### src/rtl/mvau_weight_mem_multi.sv
// Multi-PE weight memory for the MVAU datapath.
// PE banks of WMEM_DEPTH words (SIMD*TW bits each). The banks are filled through
// a valid/ready load stream and can be reloaded later. Once loaded, all banks
// are read in parallel at one shared address, with an optional output register.
module mvau_weight_mem_multi #(
  parameter int PE           = 2,
  parameter int SIMD         = 2,
  parameter int TW           = 1,
  parameter int WMEM_DEPTH   = 4,
  parameter int WMEM_ADDR_BW = 2,
  parameter int OREG         = 0
) (
  input  logic                      aclk,
  input  logic                      rst,
  input  logic [SIMD*TW-1:0]        wload_tdata,
  input  logic                      wload_tvalid,
  output logic                      wload_tready,
  input  logic                      wload_reload,
  output logic                      wmem_loaded,
  input  logic                      wmem_rd_en,
  input  logic [WMEM_ADDR_BW-1:0]   wmem_addr,
  output logic [PE*SIMD*TW-1:0]     wmem_out,
  output logic                      wmem_valid
);

  localparam int WW      = SIMD * TW;
  localparam int BANK_BW = (PE > 1) ? $clog2(PE) : 1;
  localparam logic [BANK_BW-1:0]      LAST_BANK = BANK_BW'(PE - 1);
  localparam logic [WMEM_ADDR_BW-1:0] LAST_WORD = WMEM_ADDR_BW'(WMEM_DEPTH - 1);

  typedef enum logic {ST_LOAD, ST_READY} state_t;

  state_t                  state;
  logic [BANK_BW-1:0]      bank_cnt;
  logic [WMEM_ADDR_BW-1:0] word_cnt;
  logic                    load_fire;
  logic                    rd_accept;
  logic                    rd_valid_q;
  logic [PE*WW-1:0]        rd_data;

  // wload_tready is high only in LOAD, so a handshake implies the LOAD state.
  assign load_fire = wload_tvalid && wload_tready;
  // Reads are honoured only once loaded, and never alongside an accepted reload.
  assign rd_accept = wmem_rd_en && (state == ST_READY) && !wload_reload;

  // Load FSM: walks banks fastest, then words; reload restarts from word 0.
  // NOTE: sequential state uses non-blocking assignments so every register samples
  // pre-edge values, regardless of the order of the always blocks.
  always_ff @(posedge aclk or posedge rst) begin
    if (rst) begin
      state        <= ST_LOAD;
      bank_cnt     <= '0;
      word_cnt     <= '0;
      wload_tready <= 1'b1;
      wmem_loaded  <= 1'b0;
    end else begin
      case (state)
        ST_LOAD: begin
          if (load_fire) begin
            if (bank_cnt == LAST_BANK) begin
              bank_cnt <= '0;
              if (word_cnt == LAST_WORD) begin
                word_cnt     <= '0;
                state        <= ST_READY;
                wload_tready <= 1'b0;
                wmem_loaded  <= 1'b1;
              end else begin
                word_cnt <= word_cnt + 1'b1;
              end
            end else begin
              bank_cnt <= bank_cnt + 1'b1;
            end
          end
        end
        ST_READY: begin
          if (wload_reload) begin
            state        <= ST_LOAD;
            bank_cnt     <= '0;
            word_cnt     <= '0;
            wload_tready <= 1'b1;
            wmem_loaded  <= 1'b0;
          end
        end
        default: state <= ST_LOAD;
      endcase
    end
  end

  for (genvar p = 0; p < PE; p++) begin : g_bank
    logic [WW-1:0] mem [WMEM_DEPTH];
    logic [WW-1:0] rd_q;
    logic          we;

    assign we = load_fire && (bank_cnt == BANK_BW'(p));

    // Bank write port: the beat lands at the accepting edge.
    // NOTE: the memory array has no reset so it can map onto block or distributed RAM;
    // readers are held off by wmem_loaded until every word has been written.
    always_ff @(posedge aclk) begin
      if (we) mem[word_cnt] <= wload_tdata;
    end

    // Synchronous read register; it holds its value between accepted reads.
    always_ff @(posedge aclk or posedge rst) begin
      if (rst)            rd_q <= '0;
      else if (rd_accept) rd_q <= mem[wmem_addr];
    end

    assign rd_data[p*WW +: WW] = rd_q;
  end

  // Read-valid stage, aligned with the bank read registers.
  always_ff @(posedge aclk or posedge rst) begin
    if (rst) rd_valid_q <= 1'b0;
    else     rd_valid_q <= rd_accept;
  end

  if (OREG != 0) begin : g_oreg
    logic [PE*WW-1:0] out_q;
    logic             out_valid_q;

    // Optional output register: captures only valid read data, otherwise holds.
    always_ff @(posedge aclk or posedge rst) begin
      if (rst) begin
        out_q       <= '0;
        out_valid_q <= 1'b0;
      end else begin
        out_valid_q <= rd_valid_q;
        if (rd_valid_q) out_q <= rd_data;
      end
    end

    assign wmem_out   = out_q;
    assign wmem_valid = out_valid_q;
  end else begin : g_no_oreg
    assign wmem_out   = rd_data;
    assign wmem_valid = rd_valid_q;
  end

endmodule

### config.mk
export PLATFORM = sky130hd
export DESIGN_NAME = mvau_weight_mem_multi
export DESIGN_NICKNAME = d
export VERILOG_FILES = /design/src/rtl/mvau_weight_mem_multi.sv
export SDC_FILE = /design/constraint.sdc
export NUM_CORES = 1
export LEC_CHECK = 0
export ABC_CLOCK_PERIOD_IN_PS = 1950
export CORE_MARGIN = 2
export CORE_UTILIZATION = 56
export DETAILED_ROUTE_END_ITERATION = 6
export GPL_ROUTABILITY_DRIVEN = 0
export GPL_TIMING_DRIVEN = 0
export PLACE_DENSITY_LB_ADDON = 0.05
export SLEW_MARGIN = 15
export SYNTH_ARGS = -nofsm -noshare
export SYNTH_HDL_FRONTEND = slang
export SYNTH_SLANG_ARGS = --single-unit
### constraint.sdc
create_clock -name aclk -period 1.95 [get_ports aclk]
set_input_delay 0.39 -clock aclk [delete_from_list [all_inputs] [get_ports aclk]]
set_output_delay 0.39 -clock aclk [all_outputs]
set_load 0.03 [all_outputs]
* Yosys cells after proc, flatten, opt, wreduce, memory -nomap -nowiden *
Memory sizes are Yosys's and may differ from the RTL's. A register that Yosys moved wholly into a read port is not among the register bits.
Cells that the tools add are included.

storage, ports and cells
  memories = 2
  input bits = 9
  RAM bits = 16
  word-level logic and storage cells = 53
  bits in registers = 7
  output and inout port bits = 7

cells by class
  bitwise operators = 2
  reductions and logical operators = 9
  equal/unequal tests = 5
  multiplexer cells = 27
  $add $sub $neg = 2

memory list
  memory         words  bits a word  read ports  clocked after Yosys merged registers in  write ports  RTL line  RTL
  g_bank[0].mem  4      2            1           1                                        1            90        logic [WW-1:0] mem [WMEM_DEPTH];
  g_bank[1].mem  4      2            1           1                                        1            90

operator list
  cell                                           number
  two-way mux 1 bit                              18
  two-way mux 2 bit                              4
  inequality test 2 bit (second input constant)  4
  one-hot mux 1 bit (2 select lines)             4
  logical AND 1 bit                              5
  one-hot mux 2 bit (2 select lines)             1
  AND reduction 4 bit                            1
  AND reduction 3 bit                            1
  adder 2 x 1 -> 2 bit (second input constant)   1
  equality test 2 bit (second input constant)    1
  inverter 1 bit                                 2
  AND reduction 2 bit                            1
  adder 1 bit (second input constant)            1
  zero test 1 bit                                1

* Longest topological paths before layout *
  depth after elaboration = 5
  gate-level depth with buffers = 4
  depth with buffers taken out = 4

* Least setup slack after synthesis *
No wires, ideal clock.

  kind = flip-flop to flip-flop
  from = register wload_tready
  to = memory g_bank[0].mem[0][0] in the netlist's numbering, enable pin
  library setup time = 0.297 ns
  slack = 0.634 ns
  buffers on the path = 0
  cell stages (with the launch flop) = 4
  required time = 1.653 ns
  clock period less this slack = 1.316 ns
  arrival = 1.019 ns
  cell sequence = dfstp_2 > nand2_1 > nor2_1 > and2_1

between the ends
  longest elaborated chain between the ends = 4

ends and longest elaborated chain
  element                                  RTL line  RTL
  start: declaration                       17        output logic wload_tready,
  start signal: assignment                 54        wload_tready <= 1'b1;
  start signal: assignment                 65        wload_tready <= 1'b0;
  start signal: assignment                 80        wload_tready <= 1'b1;
  logical AND 1 bit                        42        assign load_fire = wload_tvalid && wload_tready;
  logical AND 1 bit                        94        assign we = load_fire && (bank_cnt == BANK_BW'(p));
  two-way mux 1 bit                        100       if (we) mem[word_cnt] <= wload_tdata;
  two-way mux 1 bit (implied by the code)  100
  end: declaration                         90

Every way passes these cells.

* Worst setup path after layout *
  from = register g_bank[1].rd_q[0] (read register of g_bank[1].mem)
  to = output wmem_out[2]

RTL lines
  element             RTL line  RTL
  start: declaration  91        logic [WW-1:0] rd_q;
  end: declaration    22        output logic [PE*SIMD*TW-1:0] wmem_out,

No word-level cell between the ends.

==> key figures <==
Place
  • I/O Buffers: 15
  • Placed Cells: 116
  • Pre-CTS setup slack: -0.0298 ns
  • DP Wirelength: 1340 um

Clocking
  • CTS tree: built
  • Num CTS Buffers: 3
  • Number of hold buffers added after cts: 0
  • Max clock buf depth: 2
  • Clk pin slew, worst setup/hold paths: 0.13 ns
  • Clk sinks: 27
  • CTS HTree Levels: 1
  • Clk Tree Root Cell: clkbuf_4
  • Clock Latency Late Sink: just over 0.3 ns

Final layout
  • Area grow syn2layout: 18.2%
  • Layout cells sized above 1: 14.0%
  • # nets final: 108
  • Fin cells: between 100 and 150
  • Layout fillers: 147
  • Most frequent cells in the layout: edfxtp_1 (16), clkdlybuf4s50_1 (14), dfrtp_1 (10)
  • Commonest non-fill, non-tap cell in the layout: edfxtp_1
  • Ant diodes: 0

Floorplanning
  • Starting Density: 59.0%
  • Die Area: 0.00242 sq mm
  • Die W: between 40 and 50 um
  • Core area: 0.00194 sq mm
  • Io pins: 16
  • Die Height: 49.2 um
  • Placement Rows: 16

Timing
  • Slew @ Worst Pin: approximately 0.44 ns
  • FMAX: 573 MHz
  • Final worst slack: 0.204 ns
  • Fin Hold WS: between 0.3 and 0.4 ns
  • Headroom to the max-slew limit: 70.8%
  • Setup Skew: about 0.0026 ns
  • Final hold violations: 0
  • Final setup fails: 0
  • RSZ-0062 raised after global routing: false
  • Min cycle time layout: 1.75 ns
  • Final Max Tran Viols: 0
  • Period utilization: 89.5%
  • TNS Setup: 0 ns

Yosys
  • Synth Flop Type: edfxtp_1
  • Post-Synthesis Net Count: between 80 and 90
  • Sequential-to-total area share from yosys stat: 66.0%
  • Synth Instances: 74
  • Synthesis warning total: 0
  • Post-Syn Area: 0.00115 sq mm
  • Mapped Avg Cell Area: 15.5 sq um
  • Synth top area share: 41.9%
  • Synth cell types: 22
  • Dominant cells by area after synthesis: edfxtp_1 (42%), dfrtp_1 (22%), mux4_2 (7.9%)
  • Dominant cell type by area after synthesis: edfxtp_1
  • Post-synth EDFFs: 16
  • Yosys reg bits: 27
  • FFs w/ async S/R, synth: 40.7%

Worst setup path
  • Critical Path AT: around 1.4 ns
  • Max stage delay cell, worst path: clkdlybuf4s50_1
  • Critical path class: flip-flop to primary output
  • Cell family with most CP delay: buffers and inverters
  • Critical Path Start Type: flip-flop
  • Crit-path cells: clkdlybuf4s50_1
  • Worst-path maximum fanout: 2
  • Worst Path Buf+Inv: 1
  • Crit. End Element: primary output
  • CP max stage delay: 0.67 ns
  • Critical Path RT: 1.56 ns

Pwr
  • Total power: 879 uW
  • Worst vdd ir: about 0.0005 V
  • P_leak: 0.566 nW
  • Pwr dens: ~650 mW/mm^2

Drt
  • DRC violations left: 0
  • Drt pass-1 iters: 4
  • Routed via count: 642
  • Vias per inst: between 5 and 6
  • WL final: 1740 um
  • DRT iter0 DRCs: 11
  • Post-DRT Antenna Nets: 0
  • Wire per inst: 14.5 um

Global route
  • Vias in the first global route: 653
  • First-pass GRT wire length: 2930 um
  • Initial antenna violation count: 0
  • Largest net degree at the start of global routing: 15
  • Global route overflow: 0
  • Total GRT Usage: 16.7%

Min path
  • Class of the worst hold path: input port to asynchronous set/reset pin

Flow run
  • Max cap viols: 0

Status
  • Status: finished, final reports clean
## cells in the mapped netlist, drive strengths merged (2+ instances only)
| cell | instances |
|---|---|
| a21oi | 3 |
| a22o | 2 |
| and2 | 8 |
| dfrtp | 10 |
| edfxtp | 16 |
| ha | 5 |
| inv | 4 |
| mux2 | 4 |
| mux4 | 4 |
| nand2 | 4 |
| nor2 | 3 |
## power breakdown
| part | internal [mW] | switching [mW] | leakage [nW] |
|---|---|---|---|
| clock | 0.0799 | 0.148 | 0.0150 |
| combinational | 0.0236 | 0.0191 | 0.260 |
| sequential | 0.607 | 0.00165 | 0.292 |
| total | 0.710 | 0.168 | 0.566 |
## path summary, 6_finish.rpt
check / endpoint / from / slack, ns / depth (start not counted)
min in group aclk: g_bank[0].rd_q[1] / g_bank[0].rd_q[1] / 0.52 / 1
setup reg to reg: g_bank[1].rd_q[1] / state / 0.52 / 4
hold / removal: g_bank[1].rd_q[1] / rst / 0.38 / 2
hold reg to reg: g_bank[0].rd_q[1] / g_bank[0].rd_q[1] / 0.52 / 1
setup / recovery: wmem_out[2] / g_bank[1].rd_q[0] / 0.20 / 1
max in group asynchronous: wload_tready / rst / 1.24 / 2
## per-layer routing
metal / up-vias / track usage [%] / routed length, um / part of all wire, %
met5: - / 0 / 0 / 0
met4: 0 / 5.71 / 24 / 1.4
met3: 4 / 3.99 / 60 / 3.5
met2: 15 / 30.2 / 895 / 52
met1: 314 / 19.2 / 756 / 44
li1: 309 / - / - / -
## through the flow
stage / util, % / area, sq um
after global placement: 68.5 / 1330
after CTS: 69.8 / 1360
after floorplan: - / 1150
final: 69.8 / 1360
after global routing: 69.8 / 1360
after detailed placement: 68.5 / 1330
## layout make-up
cell class                      instances  area (sq um)  share of cell area, %
Clock buffer                            4          26.3                   1.94
Inverter                                4          15.0                   1.11
Buffer                                  1          5.00                  0.369
Sequential cell                        27           757                   55.9
Multi-Input combinational cell         42           369                   27.2
Timing Repair Buffer                   15           149                   11.0
Tap cell                               27          33.8                   2.49
## state kept, by name (all words and copies together) (netlist names)
name          count
g_bank.mem       16
wload_tready      1
wmem_valid        1
g_bank.rd_q       4
state             1
wmem_loaded       1
word_cnt          2
bank_cnt          1
## cells by family (layout without fill, tap and decap cells)
| family | count (synthesis) | after routing | synth area share, % |
|---|---|---|---|
| DFF | 27 | 27 | 66.0 |
| and+or+nand+nor | 18 | 18 | 8.30 |
| adders and majority gates | 5 | 5 | 5.46 |
| muxes | 9 | 9 | 12.7 |
| AOI/OAI and AO/OA | 10 | 10 | 5.79 |
| buffers and inverters | 5 | 24 | 1.75 |
## repair_timing
item / CTS / global route
gates resized for setup: 1 / 0
setup buffers: 0 / 0
endpoints found under the setup margin: 1 / 0
No activity file was read; power rests on OpenSTA's default activity.
